===== src/rtl/inv_arbiter_pkg.sv =====
// ---------------------------------------------------------------------------
// inv_arbiter_pkg
// Shared definitions for the round-robin inverter arbiter:
//   - DEFAULT_N_REQ / DEFAULT_WIDTH : default requester count and operand width
//   - state_t                       : arbiter FSM state encoding (IDLE, RESP)
// ---------------------------------------------------------------------------
package inv_arbiter_pkg;

    localparam int DEFAULT_N_REQ = 4;
    localparam int DEFAULT_WIDTH = 4;

    typedef enum logic {
        IDLE = 1'b0,    // waiting to accept an operand
        RESP = 1'b1     // holding a result until the consumer takes it
    } state_t;

endpackage


===== src/rtl/inv_arbiter_inv.sv =====
// ---------------------------------------------------------------------------
// inv_arbiter_inv
// Purely combinational WIDTH-bit bitwise inverter.
// Ports:
//   din  : operand
//   dout : bitwise NOT of din
// ---------------------------------------------------------------------------
module inv_arbiter_inv #(
    parameter int WIDTH = 4
) (
    input  logic [WIDTH-1:0] din,
    output logic [WIDTH-1:0] dout
);

    assign dout = ~din;

endmodule


===== src/rtl/inv_arbiter.sv =====
// ---------------------------------------------------------------------------
// inv_arbiter
// Shares one inverter among N_REQ requesters. A round-robin selector picks the
// first valid requester at or above rr_ptr (wrapping), the selected operand is
// inverted and held in a one-deep response register until the consumer takes
// it. One result every two cycles at best.
// Ports:
//   clk        : clock, rising edge
//   reset      : asynchronous active-high reset
//   req_valid  : per-requester operand valid            [N_REQ]
//   req_data   : packed operands, requester i at [i*WIDTH +: WIDTH]
//   req_ready  : one-hot grant, operand taken on valid & ready
//   rsp_valid  : result available
//   rsp_ready  : consumer accepts result
//   rsp_data   : bitwise inverse of the accepted operand
//   rsp_id     : index of the requester that owns rsp_data
//   done_count : completed response handshakes, wraps 255 -> 0
// ---------------------------------------------------------------------------
module inv_arbiter
    import inv_arbiter_pkg::*;
#(
    parameter  int N_REQ = DEFAULT_N_REQ,
    parameter  int WIDTH = DEFAULT_WIDTH,
    localparam int ID_W  = $clog2(N_REQ)
) (
    input  logic                   clk,
    input  logic                   reset,
    input  logic [N_REQ-1:0]       req_valid,
    input  logic [N_REQ*WIDTH-1:0] req_data,
    output logic [N_REQ-1:0]       req_ready,
    output logic                   rsp_valid,
    input  logic                   rsp_ready,
    output logic [WIDTH-1:0]       rsp_data,
    output logic [ID_W-1:0]        rsp_id,
    output logic [7:0]             done_count
);

    state_t           state_reg, state_next;
    logic [ID_W-1:0]  rr_ptr_reg, rr_ptr_next;
    logic [WIDTH-1:0] rsp_data_reg, rsp_data_next;
    logic [ID_W-1:0]  rsp_id_reg, rsp_id_next;
    logic [7:0]       done_count_reg, done_count_next;

    // Unpack operands so the selected one can be picked by index.
    logic [WIDTH-1:0] operand [N_REQ];
    logic [N_REQ-1:0] grant_vec;

    logic             sel_found;
    logic [ID_W-1:0]  sel_idx;
    logic [ID_W:0]    cand;        // one extra bit so rr_ptr + k cannot overflow
    logic [WIDTH-1:0] sel_operand;
    logic [WIDTH-1:0] inv_result;

    generate
        for (genvar gi = 0; gi < N_REQ; gi++) begin : g_req
            assign operand[gi]   = req_data[gi*WIDTH +: WIDTH];
            assign grant_vec[gi] = sel_found && (sel_idx == ID_W'(gi));
        end
    endgenerate

    // Round-robin search. Walking the offsets from farthest to nearest and
    // overwriting on every hit leaves the nearest valid requester selected.
    always_comb begin
        sel_found = 1'b0;
        sel_idx   = '0;
        cand      = '0;
        for (int k = N_REQ - 1; k >= 0; k--) begin
            cand = {1'b0, rr_ptr_reg} + (ID_W+1)'(k);
            if (cand >= (ID_W+1)'(N_REQ)) begin
                cand = cand - (ID_W+1)'(N_REQ);
            end
            if (req_valid[cand[ID_W-1:0]]) begin
                sel_found = 1'b1;
                sel_idx   = cand[ID_W-1:0];
            end
        end
    end

    assign sel_operand = operand[sel_idx];

    inv_arbiter_inv #(
        .WIDTH (WIDTH)
    ) u_inv (
        .din  (sel_operand),
        .dout (inv_result)
    );

    // Next-state logic. In IDLE any selected requester is accepted; in RESP
    // requests are ignored and only the response handshake moves the FSM on.
    always_comb begin
        state_next      = state_reg;
        rr_ptr_next     = rr_ptr_reg;
        rsp_data_next   = rsp_data_reg;
        rsp_id_next     = rsp_id_reg;
        done_count_next = done_count_reg;
        case (state_reg)
            IDLE: begin
                if (sel_found) begin
                    rsp_data_next = inv_result;
                    rsp_id_next   = sel_idx;
                    state_next    = RESP;
                end
            end
            RESP: begin
                if (rsp_ready) begin
                    state_next      = IDLE;
                    rr_ptr_next     = (rsp_id_reg == ID_W'(N_REQ - 1)) ? '0
                                                                        : rsp_id_reg + ID_W'(1);
                    done_count_next = done_count_reg + 8'd1;
                end
            end
            default: state_next = IDLE;
        endcase
    end

    always_ff @(posedge clk or posedge reset) begin
        if (reset) begin
            state_reg      <= IDLE;
            rr_ptr_reg     <= '0;
            rsp_data_reg   <= '0;
            rsp_id_reg     <= '0;
            done_count_reg <= '0;
        end else begin
            state_reg      <= state_next;
            rr_ptr_reg     <= rr_ptr_next;
            rsp_data_reg   <= rsp_data_next;
            rsp_id_reg     <= rsp_id_next;
            done_count_reg <= done_count_next;
        end
    end

    // Grants are suppressed while reset is held so nothing can be accepted
    // in the same instant the state is being cleared.
    assign req_ready  = (state_reg == IDLE && !reset) ? grant_vec : '0;
    assign rsp_valid  = (state_reg == RESP);
    assign rsp_data   = rsp_data_reg;
    assign rsp_id     = rsp_id_reg;
    assign done_count = done_count_reg;

endmodule


===== config.mk =====
export PLATFORM = sky130hd
export DESIGN_NAME = inv_arbiter
export DESIGN_NICKNAME = d
export VERILOG_FILES = /design/src/rtl/inv_arbiter_pkg.sv /design/src/rtl/inv_arbiter_inv.sv /design/src/rtl/inv_arbiter.sv
export SDC_FILE = /design/constraint.sdc
export NUM_CORES = 1
export LEC_CHECK = 0
export CORE_UTILIZATION = 41
export CTS_CLUSTER_SIZE = 28
export DETAILED_ROUTE_END_ITERATION = 10
export GPL_TIMING_DRIVEN = 0
export PLACE_DENSITY = 0.75
export SLEW_MARGIN = 20
export SYNTH_ARGS = -nofsm -noshare
export SYNTH_HDL_FRONTEND = slang
export SYNTH_SLANG_ARGS = --single-unit

===== constraint.sdc =====
create_clock -name clk -period 2.3 [get_ports clk]
set_clock_uncertainty 0.15 [all_clocks]
set_input_delay 0.23 -clock clk [delete_from_list [all_inputs] [get_ports clk]]
set_output_delay 0.23 -clock clk [all_outputs]
set_load 0.05 [all_outputs]

== Word level (Yosys, flattened, before mapping) ==
Cells that the tools add are included.
W data, S select, Z words.
Word-level totals
  flip-flop bits (word level): 17
  memories: 0
  input port bits: 23
  RAM bits: 0
  logic and storage cells: 67
  bits in read-only memories: 0
  latch bits: 0
  output and inout port bits: 19
Operators by class
  bitwise operators: 3
  reductions and logical operators: 9
  shift-type cells: 0
  divide/modulo/power cells: 0
  equality and inequality tests: 4
  $mul: 0
  $add $sub $neg: 9
  order comparisons: 9
  muxes and demuxes: 28
Operators by type and width (count)
  $mux W2: 9
  $ge A3 B3 Y1 const B: 4
  $lt A2 B3 Y1 const B: 4
  $mux W4: 3
  $mux W1: 10
  $add A8 B1 Y8 const B: 1
  $bmux W1 S2: 4
  $bmux W4 S2: 1
  $sub A2 B1 Y2 const B: 4
  $add A2 B2 Y3 const B: 2
  $eq A2 B2 Y1 const B: 3
  $logic_and A1 B1 Y1: 5
  $not A4 Y4: 1
  $reduce_and A2 Y1: 2
  $add A2 B1 Y3 const B: 1
  $ge A2 B3 Y1 const B: 1
  $not A2 Y3: 1
  $add A2 B1 Y2 const B: 1
  $eq A2 B1 Y1 const B: 1
  $logic_not A2 Y1: 1
  $pmux W1 S2: 1
  $logic_not A1 Y1: 1
  $not A1 Y1: 1

== Depth between registers and ports, before layout ==
  depth in word-level cells: 14
  gate-level depth with buffers: 6
  mapped depth without buffers: 5

== Cells and area by module ==
Synthesis repeated with hierarchy kept, for this count alone.
Unflattened totals
  cells, all modules: 130
  area total of the unflattened synthesis: 1087.3 um^2
By module, submodules not included
  inv_arbiter: instances 1, cells an instance 126, sequential area each 425.4 um^2, area each 1072.3 um^2
  inv_arbiter_inv: instances 1, cells an instance 4, sequential area each 0.0 um^2, area each 15.0 um^2

== Least setup slack after synthesis ==
Ideal clock, no wire load.
  path type: reg-to-output
  start point: register rr_ptr_reg[1]
  end point: output req_ready[3]
  path slack: -0.621 ns
  buffers on the path: 1
  arrival: 2.541 ns
  cell stages (with the launch flop): 6
  cell sequence: dfrtp_1 > buf_4 > mux2i_1 > a21oi_4 > nand2_4 > nor4_1
On the way
  word-level cells in the longest chain between the ends: 12
  elaborated cells between the ends (all ways): 34
  those cells by class: add/sub (7); order compare (4); eq/ne (1); mux (21); reduce/logical (1)
RTL lines
  from (decl): line inv_arbiter.sv:39  | logic [ID_W-1:0] rr_ptr_reg, rr_ptr_next;
  from (signal assigned): line inv_arbiter.sv:125  | rr_ptr_reg <= rr_ptr_next;
  $add A2 B2 Y3: line inv_arbiter.sv:68  | cand = {1'b0, rr_ptr_reg} + (ID_W+1)'(k);
  $ge A3 B3 Y1 or $sub A2 B1 Y2 (tied branches): line inv_arbiter.sv:69, inv_arbiter.sv:70
  $mux W2: line inv_arbiter.sv:69  | if (cand >= (ID_W+1)'(N_REQ)) begin
  $bmux W1 S2: line inv_arbiter.sv:72  | if (req_valid[cand[ID_W-1:0]]) begin
  $mux W1 (not written as such): line inv_arbiter.sv:72
  $mux W2 (4 in series): line inv_arbiter.sv:72
  $eq A2 B2 Y1: line inv_arbiter.sv:57  | assign grant_vec[gi] = sel_found && (sel_idx == ID_W'(gi));
  $logic_and A1 B1 Y1 *: line inv_arbiter.sv:57
  $mux W4 *: line inv_arbiter.sv:134  | assign req_ready = (state_reg == IDLE && !reset) ? grant_vec : '0;
  to (decl): line inv_arbiter.sv:30  | output logic [N_REQ-1:0] req_ready,
Mark *: on every way between the ends. The rest lies on a longest branch, timed or not. The select of a mux whose other input is x is not followed.

== Worst setup path after layout ==
  start point: input req_valid[2]
  end point: output req_ready[2]
On the way
  word-level cells in the longest chain between the ends: 9
  elaborated cells between the ends (all ways): 19
  those cells by class: eq/ne (1); mux (17); reduce/logical (1)
RTL lines
  from (decl): line inv_arbiter.sv:28  | input logic [N_REQ-1:0] req_valid,
  $bmux W1 S2: line inv_arbiter.sv:72
  $mux W1 (not written as such): line inv_arbiter.sv:72
  $mux W2 (4 in series): line inv_arbiter.sv:72
  $eq A2 B2 Y1: line inv_arbiter.sv:57
  $logic_and A1 B1 Y1 *: line inv_arbiter.sv:57
  $mux W4 *: line inv_arbiter.sv:134
Marked as above.

==> metrics <==
status=completed; Placer Congestion=0.687; Worst-Margin Slew=506 ps; HPWL after detailed placement=1.77 mm; GRT overflow=0; Root Buffer=clkbuf_4; final number of setup-violating endpoints=0; via count=918; Final Power=1.75 mW; top cells by count, synth=dfrtp_1 (17), nand2_1 (12), nand3_1 (12); syn nets=119; Clock transition at path regs=100 ps; Design Area, Final=0.00154 mm2; RSZ-0062 raised after global routing=true; first-pass GRT wire length=3.85 mm; synth top area cells=dfrtp_1 (44%), nand3_1 (6.2%), mux2_4 (6.2%), o211ai_2 (5.2%), nand2_1 (4.6%); largest net degree at the start of global routing=20; initial core utilization=43.8%; fraction of layout cells with a size suffix above 1=25.5%; Chip Width=50.6 um; synthesized area=970 um2; P_leak=0.690 nW; per-cell routed wire length=13.2 um; cts hold-fix bufs=0; max FFs per register=8; Tot GR Track Use=20.0%; library cells used by synthesis=28; CP required=1920 ps; met1 usage=23.1%; CP max FO=6; Fmax=0.451 GHz; H-tree depth=1; number of synthesized register bits=17; leading area contributor after synthesis=dfrtp_1; Antenna diodes=0; startpoint types=input pin; max-capacitance violation count=0; Mean Syn Cell Area=10.3 um2; fin worst setup slack=82.2 ps; Pins Over Slew Limit=0; first drt pass iteration count=4; clock sink total=17; final net count=171; row count=17; clk buf depth=2; antenna violations before repair=0; met3 usage=3.33%; Inserted Clock Buffers=3; Core Box Area=0.00221 mm2; number of synthesized flops with an enable pin=0; Seq/Total Area, Yosys=43.9%; GRT busiest layer=met2; final hold vios=0; ys flop type=dfrtp_1; slew margin rel.=66.1%; type of the most critical hold path=in2async; Worst-Skew Late Latency=280 ps; peak supply drop=794 uV; top-count cell post-synth=dfrtp_1; Gate Count Post-Synth=94; DRC=0; I/O Pins=42; initial detailed-routing violation count=24; number of global-route vias before repair=923; final wirelength=2.28 mm; Post-synth ARST share=100%; post-synth top area share=43.9%; Setup crit end kind=output port; crit path DAT=1840 ps; critical path class=in2out; Post-DP Area=0.00143 mm2; Final ANT Viol Nets=0; total die area=0.00256 mm2; port bufs=41; Ys Warns=0; TritonCTS clock tree=done; Final Cycle Share=96.4%; Layout area overhead=58.5%; vias per cell=5.31; met2 Use GR=37.3%; worst reg-to-reg path cell count=7; DP Worst Slack=-567 ps; pwr dens=1140 mW/mm2; dpl cells=163; Post-Layout Cell Count=173; post-layout min period=2220 ps; Die Y-Extent=50.6 um
-- per-stage QoR --
stage / TNS (ps) / util, % / hold WS, ps
floorplan: -49.4 / - / 19.4
global placement: -2170 / 64.5 / 311
detailed placement: -2220 / 64.5 / 323
CTS: -63.3 / 66.2 / 304
global route: -9.60 / 69.5 / 282
finish: 0 / 69.5 / 260
-- per-layer routing --
layer	vias up	wire [um]
met5	-	0
li1	440	-
met3	2	123
met2	36	1190
met1	440	960
met4	0	10
-- worst max-delay path, cell delays in order --
cell	delay (ps)
clkdlybuf4s50_1	520
nor4_2	390
nor2_1	110
o221a_2	180
and3_1	190
buf_2	210
-- final timing paths --
check | from | endpoint | slack, ps
max | req_valid[2] | req_ready[2] | 80
min | reset | rsp_valid | 260
max reg2reg | rr_ptr_reg[1] | rsp_data[2] | 430
min reg2reg | done_count[7] | done_count[7] | 330
max in group asynchronous | reset | done_count[2] | 1500
min in group clk | req_valid[1] | rsp_valid | 300
-- what timing repair did --
| action | in CTS | in global routing |
|---|---|---|
| resized for setup | 26 | 8 |
| endpoints found under the setup margin | 4 | 4 |
| pin swaps | 0 | 3 |
| gates cloned | 0 | 0 |
| buffers inserted | 0 | 7 |
| hold endpoints to repair | 0 | 0 |
-- cell type report --
class / instances / area [um2]
repair buffers: 48 / 460
flip-flops and latches: 17 / 425
clock buffers: 3 / 22.5
plain buffers: 1 / 7.51
fillers: 189 / 676
inverters: 2 / 11.3
clock inverters: 1 / 5.00
multi-input cells: 73 / 569
well taps: 28 / 35.0
-- cells in the final DEF, fill, tap and decap left out, drive strengths merged --
| cell | count |
|---|---|
| o31ai | 1 |
| nor3 | 1 |
| nor4 | 2 |
| dfrtp | 17 |
| o21a | 1 |
| nand2 | 13 |
| o221a | 1 |
| a21oi | 4 |
| nand3 | 12 |
| nor2 | 4 |
| mux2i | 2 |
| clkdlybuf4s50 | 36 |
| o211ai | 4 |
| nor3b | 1 |
| dlymetal6s2s | 1 |
| clkbuf | 3 |
| or2 | 1 |
| o21ai | 5 |
| inv | 1 |
| a21o | 3 |
| buf | 12 |
| clkinv | 1 |
| xnor2 | 4 |
| ha | 2 |
| mux2 | 6 |
| o22ai | 1 |
| and3 | 2 |
| xor2 | 3 |
| clkinvlp | 1 |
-- cells by family (layout without fill, tap and decap cells) --
kind of cell | Yosys count | after routing | share of synthesized area, %
mux | 8 | 8 | 10.6
flops | 17 | 17 | 43.9
buf+inv | 4 | 55 | 1.94
fa+ha+maj | 2 | 2 | 2.58
compound gates | 20 | 20 | 16.6
xor+xnor | 7 | 7 | 6.32
simple gates | 36 | 36 | 18.1
-- power breakdown --
part / leakage, nW / internal (mW) / switching (mW) / total [mW]
registers: 0.211 / 0.411 / 0.107 / 0.518
clock network: 0.0177 / 0.0645 / 0.0932 / 0.158
logic: 0.462 / 0.432 / 0.641 / 1.07
total: 0.690 / 0.908 / 0.841 / 1.75
No activity file was read; power rests on OpenSTA's default activity.
